<file path="src/rtl/mult_pkg.sv">
// Shared types and sizing for the sequential shift-and-add multiplier.
package mult_pkg;

  localparam int WIDTH_DEF = 32;

  typedef enum logic [1:0] {
    IDLE = 2'd0,
    BUSY = 2'd1,
    DONE = 2'd2
  } state_t;

  // Iteration counter width; never below one bit so WIDTH=1 still elaborates.
  function automatic int cnt_w_of(input int w);
    return (w > 1) ? $clog2(w) : 1;
  endfunction

endpackage

</file>
<file path="src/rtl/rca_2w.sv">
// Combinational ripple-carry adder used as the multiplier's accumulate datapath.
module rca_2w #(
  parameter int N = 64
) (
  input  logic [N-1:0] a,
  input  logic [N-1:0] b,
  input  logic         cin,
  output logic [N-1:0] s,
  output logic         cout
);

  logic carry;

  always_comb begin
    carry = cin;
    s     = '0;
    for (int i = 0; i < N; i++) begin
      s[i]  = a[i] ^ b[i] ^ carry;
      carry = (a[i] & b[i]) | (carry & (a[i] ^ b[i]));
    end
    cout = carry;
  end

endmodule

</file>
<file path="src/rtl/seq_mult_shift_add.sv">
// Unsigned WIDTH x WIDTH sequential multiplier: one shift-and-add step per cycle,
// valid/ready on both sides, one operation in flight.
module seq_mult_shift_add
  import mult_pkg::*;
#(
  parameter int WIDTH = WIDTH_DEF,
  parameter int CNT_W = cnt_w_of(WIDTH)
) (
  input  logic               clk,
  input  logic               rst_n,
  input  logic               in_valid,
  output logic               in_ready,
  input  logic [WIDTH-1:0]   a,
  input  logic [WIDTH-1:0]   b,
  output logic               out_valid,
  input  logic               out_ready,
  output logic [2*WIDTH-1:0] product,
  output logic               busy
);

  localparam logic [CNT_W-1:0] LAST = CNT_W'(WIDTH - 1);

  state_t               state;
  logic [CNT_W-1:0]     count;
  logic [2*WIDTH-1:0]   acc;
  logic [2*WIDTH-1:0]   mcand;
  logic [WIDTH-1:0]     mplier;
  logic [2*WIDTH-1:0]   sum;
  logic [2*WIDTH-1:0]   acc_nxt;
  logic                 unused_cout;

  rca_2w #(.N(2*WIDTH)) u_rca (
    .a    (acc),
    .b    (mcand),
    .cin  (1'b0),
    .s    (sum),
    .cout (unused_cout)
  );

  assign acc_nxt   = mplier[0] ? sum : acc;
  assign in_ready  = (state == IDLE);
  assign out_valid = (state == DONE);
  assign busy      = (state != IDLE);

  always_ff @(posedge clk or negedge rst_n) begin
    if (!rst_n) begin
      state   <= IDLE;
      count   <= '0;
      acc     <= '0;
      mcand   <= '0;
      mplier  <= '0;
      product <= '0;
    end else begin
      case (state)
        IDLE: if (in_valid) begin
          mcand  <= {{WIDTH{1'b0}}, a};
          mplier <= b;
          acc    <= '0;
          count  <= '0;
          state  <= BUSY;
        end
        BUSY: begin
          acc    <= acc_nxt;
          mcand  <= mcand << 1;
          mplier <= mplier >> 1;
          count  <= count + 1'b1;
          // Capture the final sum on the same edge so product is valid with out_valid.
          if (count == LAST) begin
            product <= acc_nxt;
            state   <= DONE;
          end
        end
        DONE: if (out_ready) state <= IDLE;
        default: state <= IDLE;
      endcase
    end
  end

endmodule

</file>
<file path="config.mk">
export PLATFORM = sky130hd
export DESIGN_NAME = seq_mult_shift_add
export DESIGN_NICKNAME = d
export VERILOG_FILES = /design/src/rtl/mult_pkg.sv /design/src/rtl/rca_2w.sv /design/src/rtl/seq_mult_shift_add.sv
export SDC_FILE = /design/constraint.sdc
export NUM_CORES = 1
export LEC_CHECK = 0
export BUFFER_PORTS_ARGS = -buffer_cell sky130_fd_sc_hd__buf_4
export CORE_MARGIN = 8
export CORE_UTILIZATION = 54
export CTS_BUF_LIST = sky130_fd_sc_hd__clkbuf_2 sky130_fd_sc_hd__clkbuf_4 sky130_fd_sc_hd__clkbuf_8
export DETAILED_ROUTE_END_ITERATION = 10
export PLACE_DENSITY = 0.75
export SLEW_MARGIN = 10
export SYNTH_ARGS = -nofsm -noshare
export SYNTH_HDL_FRONTEND = slang
export SYNTH_SLANG_ARGS = --single-unit
</file>
<file path="constraint.sdc">
create_clock -name clk -period 28.3 [get_ports clk]
set_input_delay 2.83 -clock clk [delete_from_list [all_inputs] [get_ports clk]]
set_output_delay 2.83 -clock clk [all_outputs]
set_load 0.005 [all_outputs]
</file>
# Word level (Yosys, flattened, before mapping)

Cells that the tools add are included.

Flip-flop bits (word level): 231
Bits of input ports: 68
Output and inout bits: 67

Add/sub/neg operators: 1
Equal/unequal tests: 6
Multiplexer cells: 13
Bitwise logic cells: 314
Reduce and logical (&&, ||, !) cells: 6

Operators with widths:

| kind                                                                   | number |
|---|---|
| 64-bit one-hot mux with 2 select lines                                 | 2 |
| 64-bit two-way mux                                                     | 3 |
| 1-bit bitwise XOR                                                      | 127 |
| 1-bit bitwise AND                                                      | 125 |
| 32-bit one-hot mux with 2 select lines                                 | 1 |
| 1-bit bitwise OR                                                       | 62 |
| 32-bit two-way mux                                                     | 1 |
| 5-bit one-hot mux with 2 select lines                                  | 1 |
| 2-bit two-way mux                                                      | 3 |
| 2-bit one-hot mux with 3 select lines                                  | 1 |
| 5-bit by 1-bit adder with 5-bit output (second input constant)         | 1 |
| 5-bit equality test (second input constant)                            | 1 |
| 5-bit two-way mux                                                      | 1 |
| 2-bit != test (second input constant)                                  | 2 |
| 2-bit AND reduction                                                    | 2 |
| 2-bit nonzero test                                                     | 2 |
| 3-bit AND reduction                                                    | 1 |
| 2-bit by 1-bit equality test with 1-bit output (second input constant) | 1 |
| 2-bit equality test (second input constant)                            | 1 |
| 2-bit zero test                                                        | 1 |
| 2-bit by 1-bit != test with 1-bit output (second input constant)       | 1 |

# Logic depth before layout (Yosys ltp)

Word-level depth: 128
Mapped depth: 70
Gate-level depth less buffers: 70

# By module

Synthesis repeated with hierarchy kept, for this count alone.

Cells, all modules: 883
Area total of the unflattened synthesis: 10,786.6 um^2

By module, submodules not included:

| module             | times used | cells each | area each (um^2) | sequential area each (um^2) |
|---|---|---|---|---|
| seq_mult_shift_add | 1          | 809        | 9,467.8          | 5,780.5 |
| rca_2w             | 1          | 74         | 1,318.8          | 0.0 |

# Worst setup path before layout

Ideal clock, no wire load.

Path kind: register to register
Start point: reg mcand[0]
End point: reg acc[62]
Arrival: 24.012 ns
Required time: 28.178 ns
Slack: 4.167 ns
Stages on the path, launching flop included: 69
Period minus slack after synthesis: 24.133 ns
Cell sequence: dfrtp_1 > ha_1 > inv_1 > fa_1 > fa_1 > fa_1 > fa_1 > fa_1 > fa_1 > fa_1 > fa_1 > fa_1 > fa_1 > fa_1 > fa_1 > fa_1 > fa_1 > fa_1 > [33 not listed] > fa_1 > fa_1 > fa_1 > fa_1 > fa_1 > inv_1 > fa_1 > inv_1 > fa_1 > fa_1 > fa_1 > fa_1 > fa_1 > fa_1 > inv_1 > fa_1 > fa_1 > a32o_1

Cells in the longest elaborated chain, start to end: 126

Ends and longest elaborated chain:

| item                                   | RTL line                 | text |
|---|---|---|
| start: declaration                     | seq_mult_shift_add.sv:26 | `logic [2*WIDTH-1:0] mcand;` |
| start signal: assignment               | seq_mult_shift_add.sv:56 | `mcand <= {{WIDTH{1'b0}}, a};` |
| start signal: assignment               | seq_mult_shift_add.sv:64 | `mcand <= mcand << 1;` |
| 1-bit bitwise AND (2 in series)        | rca_2w.sv:19             | `carry = (a[i] & b[i]) \| (carry & (a[i] ^ b[i]));` |
| 1-bit bitwise OR                       | rca_2w.sv:19             |  |
| 1-bit bitwise AND                      | rca_2w.sv:19             |  |
| 1-bit bitwise OR                       | rca_2w.sv:19             |  |
| 1-bit bitwise AND                      | rca_2w.sv:19             |  |
| 1-bit bitwise OR                       | rca_2w.sv:19             |  |
| 1-bit bitwise AND                      | rca_2w.sv:19             |  |
| 1-bit bitwise OR                       | rca_2w.sv:19             |  |
| [109 not listed]                       | --                       |  |
| 1-bit bitwise OR                       | rca_2w.sv:19             |  |
| 1-bit bitwise AND                      | rca_2w.sv:19             |  |
| 1-bit bitwise OR                       | rca_2w.sv:19             |  |
| 1-bit bitwise AND                      | rca_2w.sv:19             |  |
| 1-bit bitwise OR                       | rca_2w.sv:19             |  |
| 1-bit bitwise XOR                      | rca_2w.sv:18             | `s[i] = a[i] ^ b[i] ^ carry;` |
| 64-bit two-way mux                     | seq_mult_shift_add.sv:40 | `assign acc_nxt = mplier[0] ? sum : acc;` |
| 64-bit one-hot mux with 2 select lines | seq_mult_shift_add.sv:54 | `case (state)` |
| end signal: assignment                 | seq_mult_shift_add.sv:63 | `acc <= acc_nxt;` |
| end: declaration                       | seq_mult_shift_add.sv:25 | `logic [2*WIDTH-1:0] acc;` |

Every way passes these cells.
A chain may end at the register's enable or synchronous reset.

# Worst setup path in the final report

Start point: reg mcand[0]
End point: reg acc[63]

Cells in the longest elaborated chain, start to end: 128

Ends and longest elaborated chain:

| item                                   | RTL line |
|---|---|
| 1-bit bitwise AND (2 in series)        | rca_2w.sv:19 |
| 1-bit bitwise OR                       | rca_2w.sv:19 |
| 1-bit bitwise AND                      | rca_2w.sv:19 |
| 1-bit bitwise OR                       | rca_2w.sv:19 |
| 1-bit bitwise AND                      | rca_2w.sv:19 |
| 1-bit bitwise OR                       | rca_2w.sv:19 |
| 1-bit bitwise AND                      | rca_2w.sv:19 |
| 1-bit bitwise OR                       | rca_2w.sv:19 |
| [111 not listed]                       | -- |
| 1-bit bitwise OR                       | rca_2w.sv:19 |
| 1-bit bitwise AND                      | rca_2w.sv:19 |
| 1-bit bitwise OR                       | rca_2w.sv:19 |
| 1-bit bitwise AND                      | rca_2w.sv:19 |
| 1-bit bitwise OR                       | rca_2w.sv:19 |
| 1-bit bitwise XOR                      | rca_2w.sv:18 |
| 64-bit two-way mux                     | seq_mult_shift_add.sv:40 |
| 64-bit one-hot mux with 2 select lines | seq_mult_shift_add.sv:54 |

Every way passes these cells.

==> metrics.txt <==
run status=finished clean; RSZ-0062 raised after global routing=false; Starting Density=55.1%; vias=~8400; area leader, netlist=dfrtp_1; Boundary Pins=135; Port-buffer cells=134; top area cells in the synthesized netlist=dfrtp_1 (50%), fa_1 (11%), o21ai_0 (7.9%); GR Util met3=3.97%; fraction of layout cells with a size suffix above 1=between 15 and 20%; synth warn=0; routed vias/inst=~5.6; GP Congestion=0.767; Core ar.=21100 um^2; proportion of synthesized area in mux cells=3.14%; Final Slew Violations=0; antenna fix cells=0; Clk pin slew, worst setup/hold paths=60 ps; Routed wire per std cell=17.1 um; slowest CP cell=fa_1; DRC errors left=0; Clock Skew=17.5 ps; WHS Path Cells=2; Setup crit end kind=flop; GRT met1 Usage=27.7%; Compound-Gate Fraction of Synth Area=21.1%; Die ar.=26500 um^2; Cell variety after synth=35; nets=roughly 1300; worst hold path type=flop to flop; number of synthesized flops with an enable pin=0; post-synthesis xor/xnor area fraction=0.0753%; PwrDens=between 100 and 150 nW/um^2; post-route clock period utilization=about nine tenths; max_cap viols=0; CTS tree=done; # hold bufs at CTS=0; Final HPWL DP=16600 um; Final setup viols=0; Clock Tree Root=clkbuf_8; CP Class=flop to flop; Hold Fails Final Rpt=0; mapped cell area=11600 um^2; vias in the first global route=~8900; num rows=53; Synth Area in Adders=around 11%; CP startpoint kind=flop; Die X=about 160 um; GRT Overall Usage=20.2%; Crit Path Max Fanout=4; met2 Use GR=32.3%; fillers=1730; post-CTS sizing=0; worst path required time=28690 ps; Synth Instances=1114; Max Fclk=0.0397 GHz; Yosys top cell area share=49.7%; DR iter-0 viols=between 500 and 600; largest family of logic cells by synthesized area=compound AO/OA/AOI/OAI gates; Area growth syn-to-layout=15.9%; largest net degree at the start of global routing=99; Clock Sinks=231; relative slew slack=26.0%; Seq/Total Area, Yosys=between 40% and 50%; # Post-CTS Setup Buffers=0; actual slew at the worst max-slew pin=1110 ps; simple-gate share of the synthesized area=under 10%; #FFs+latches synth=around 230; Pwr Total=1.44 mW; global-route wire length before repair=44400 um; Lkg Pwr=5.92 nW; DRT Wirelength=25900 um; setup TNS=0 ps; H-tree levels=2; worst IR drop on VDD=48.4 uV; Crit path top cell by count=fa_1; Detail Route Antenna Nets=0; Clock Latency Late Sink=520 ps; CTS buffer count=40; syn avg cell area=10.4 um^2; Die H=163 um; most used routing layer=met2; gr ovfl total=0; dpl ws=3300 ps; 1st-pass router iterations=5; clk buf depth=3; initial antenna violation count=0; crit path DAT=25610 ps; Tmin final=25220 ps; commonest cells after routing, fill and taps aside=dfrtp_1 (228), o21ai_0 (184), buf_4 (142); worst stage delay on the critical path=roughly 430 ps; worst reg-to-reg path cell count=70; worst setup margin=between 3000 and 4000 ps; asr flop ratio synth=100%; most common cell after layout, fill and taps aside=dfrtp_1; ys flop type=dfrtp_1; Mapped Nets=1247
## state kept, by name, indices dropped and copies added (netlist names)
name	flops
acc	64
mcand	64
state	2
product	64
mplier	32
count	5
## synthesized netlist by cell type (2+ instances only)
| library cell | number |
|---|---|
| inv_1 | 126 |
| fa_1 | 62 |
| a32o_1 | 4 |
| buf_6 | 4 |
| clkbuf_1 | 40 |
| a211o_1 | 2 |
| ha_1 | 3 |
| a22o_1 | 5 |
| o2bb2ai_1 | 59 |
| nand2b_1 | 4 |
| mux2i_1 | 5 |
| buf_2 | 31 |
| o21ai_1 | 5 |
| nand2_1 | 136 |
| a21oi_1 | 39 |
| a22oi_1 | 57 |
| o21ai_0 | 184 |
| mux2_2 | 28 |
| nor2b_1 | 34 |
| a2bb2oi_1 | 27 |
| nand3_1 | 4 |
| and3b_1 | 5 |
| buf_4 | 5 |
| dfrtp_1 | 231 |
| buf_1 | 4 |
## path summary, 6_finish.rpt
| path | start | to | slack, ps |
|---|---|---|---|
| max in group asynchronous | rst_n | acc[6] | 23780 |
| min in group asynchronous | rst_n | acc[33] | 2330 |
| worst min-delay path | product[48] | product[48] | 480 |
| worst min register to register | product[48] | product[48] | 480 |
| worst max-delay path | mcand[0] | acc[63] | 3080 |
| worst max register to register | mcand[0] | acc[63] | 3080 |
## cells by family (layout without fill, tap and decap cells)
group                      Yosys count  after routing
xor gates and xnor gates             1              1
muxes                               33             33
DFF                                231            231
AOI/OAI and AO/OA                  385            385
and+or+nand+nor                    189            189
adders and majority gates           65             65
buffers and inverters              210            335
## worst max-delay path: cells and delay by family (launching register included)
kind / cells / cell delay (ps)
AOI/OAI and AO/OA: 1 / 170
xor gates and xnor gates: 1 / 280
adders and majority gates: 63 / 23930
buffers and inverters: 4 / 240
DFF: 1 / 390
and+or+nand+nor: 1 / 80
## stage by stage
step	instances	util, %	cell area (um^2)	hold WS [ps]
after floorplan	1114	-	11600	450
after global placement	1448	60.1	12700	461
after detailed placement	1448	60.1	12700	471
after CTS	1514	63.9	13500	484
after global routing	1514	63.9	13500	497
final	1514	63.9	13500	475
## where the power goes
group          internal [mW]  switching [mW]  leakage, nW  total (mW)
logic                  0.265           0.313         2.42       0.577
registers              0.461          0.0958         3.07       0.557
clock network          0.172           0.130        0.428       0.302
total                  0.898           0.539         5.92        1.44
## layer usage
layer	wire, um	vias to the layer above	part of all wire [%]
li1	-	3986	-
met1	11700	4176	45
met2	12300	210	47
met3	1420	37	5.5
met4	453	0	1.7
met5	0	-	0
## cell type report
type,count,area (um^2),share of cell area (%)
tap,275,344,2.55
sequential,231,5790,42.9
inverter,126,473,3.51
clock inverter,4,20.0,0.149
clock buffer,62,772,5.73
multi-input combinational,673,5000,37.1
timing repair buffer,143,1080,8.02
(Power assumes the default switching activity.)
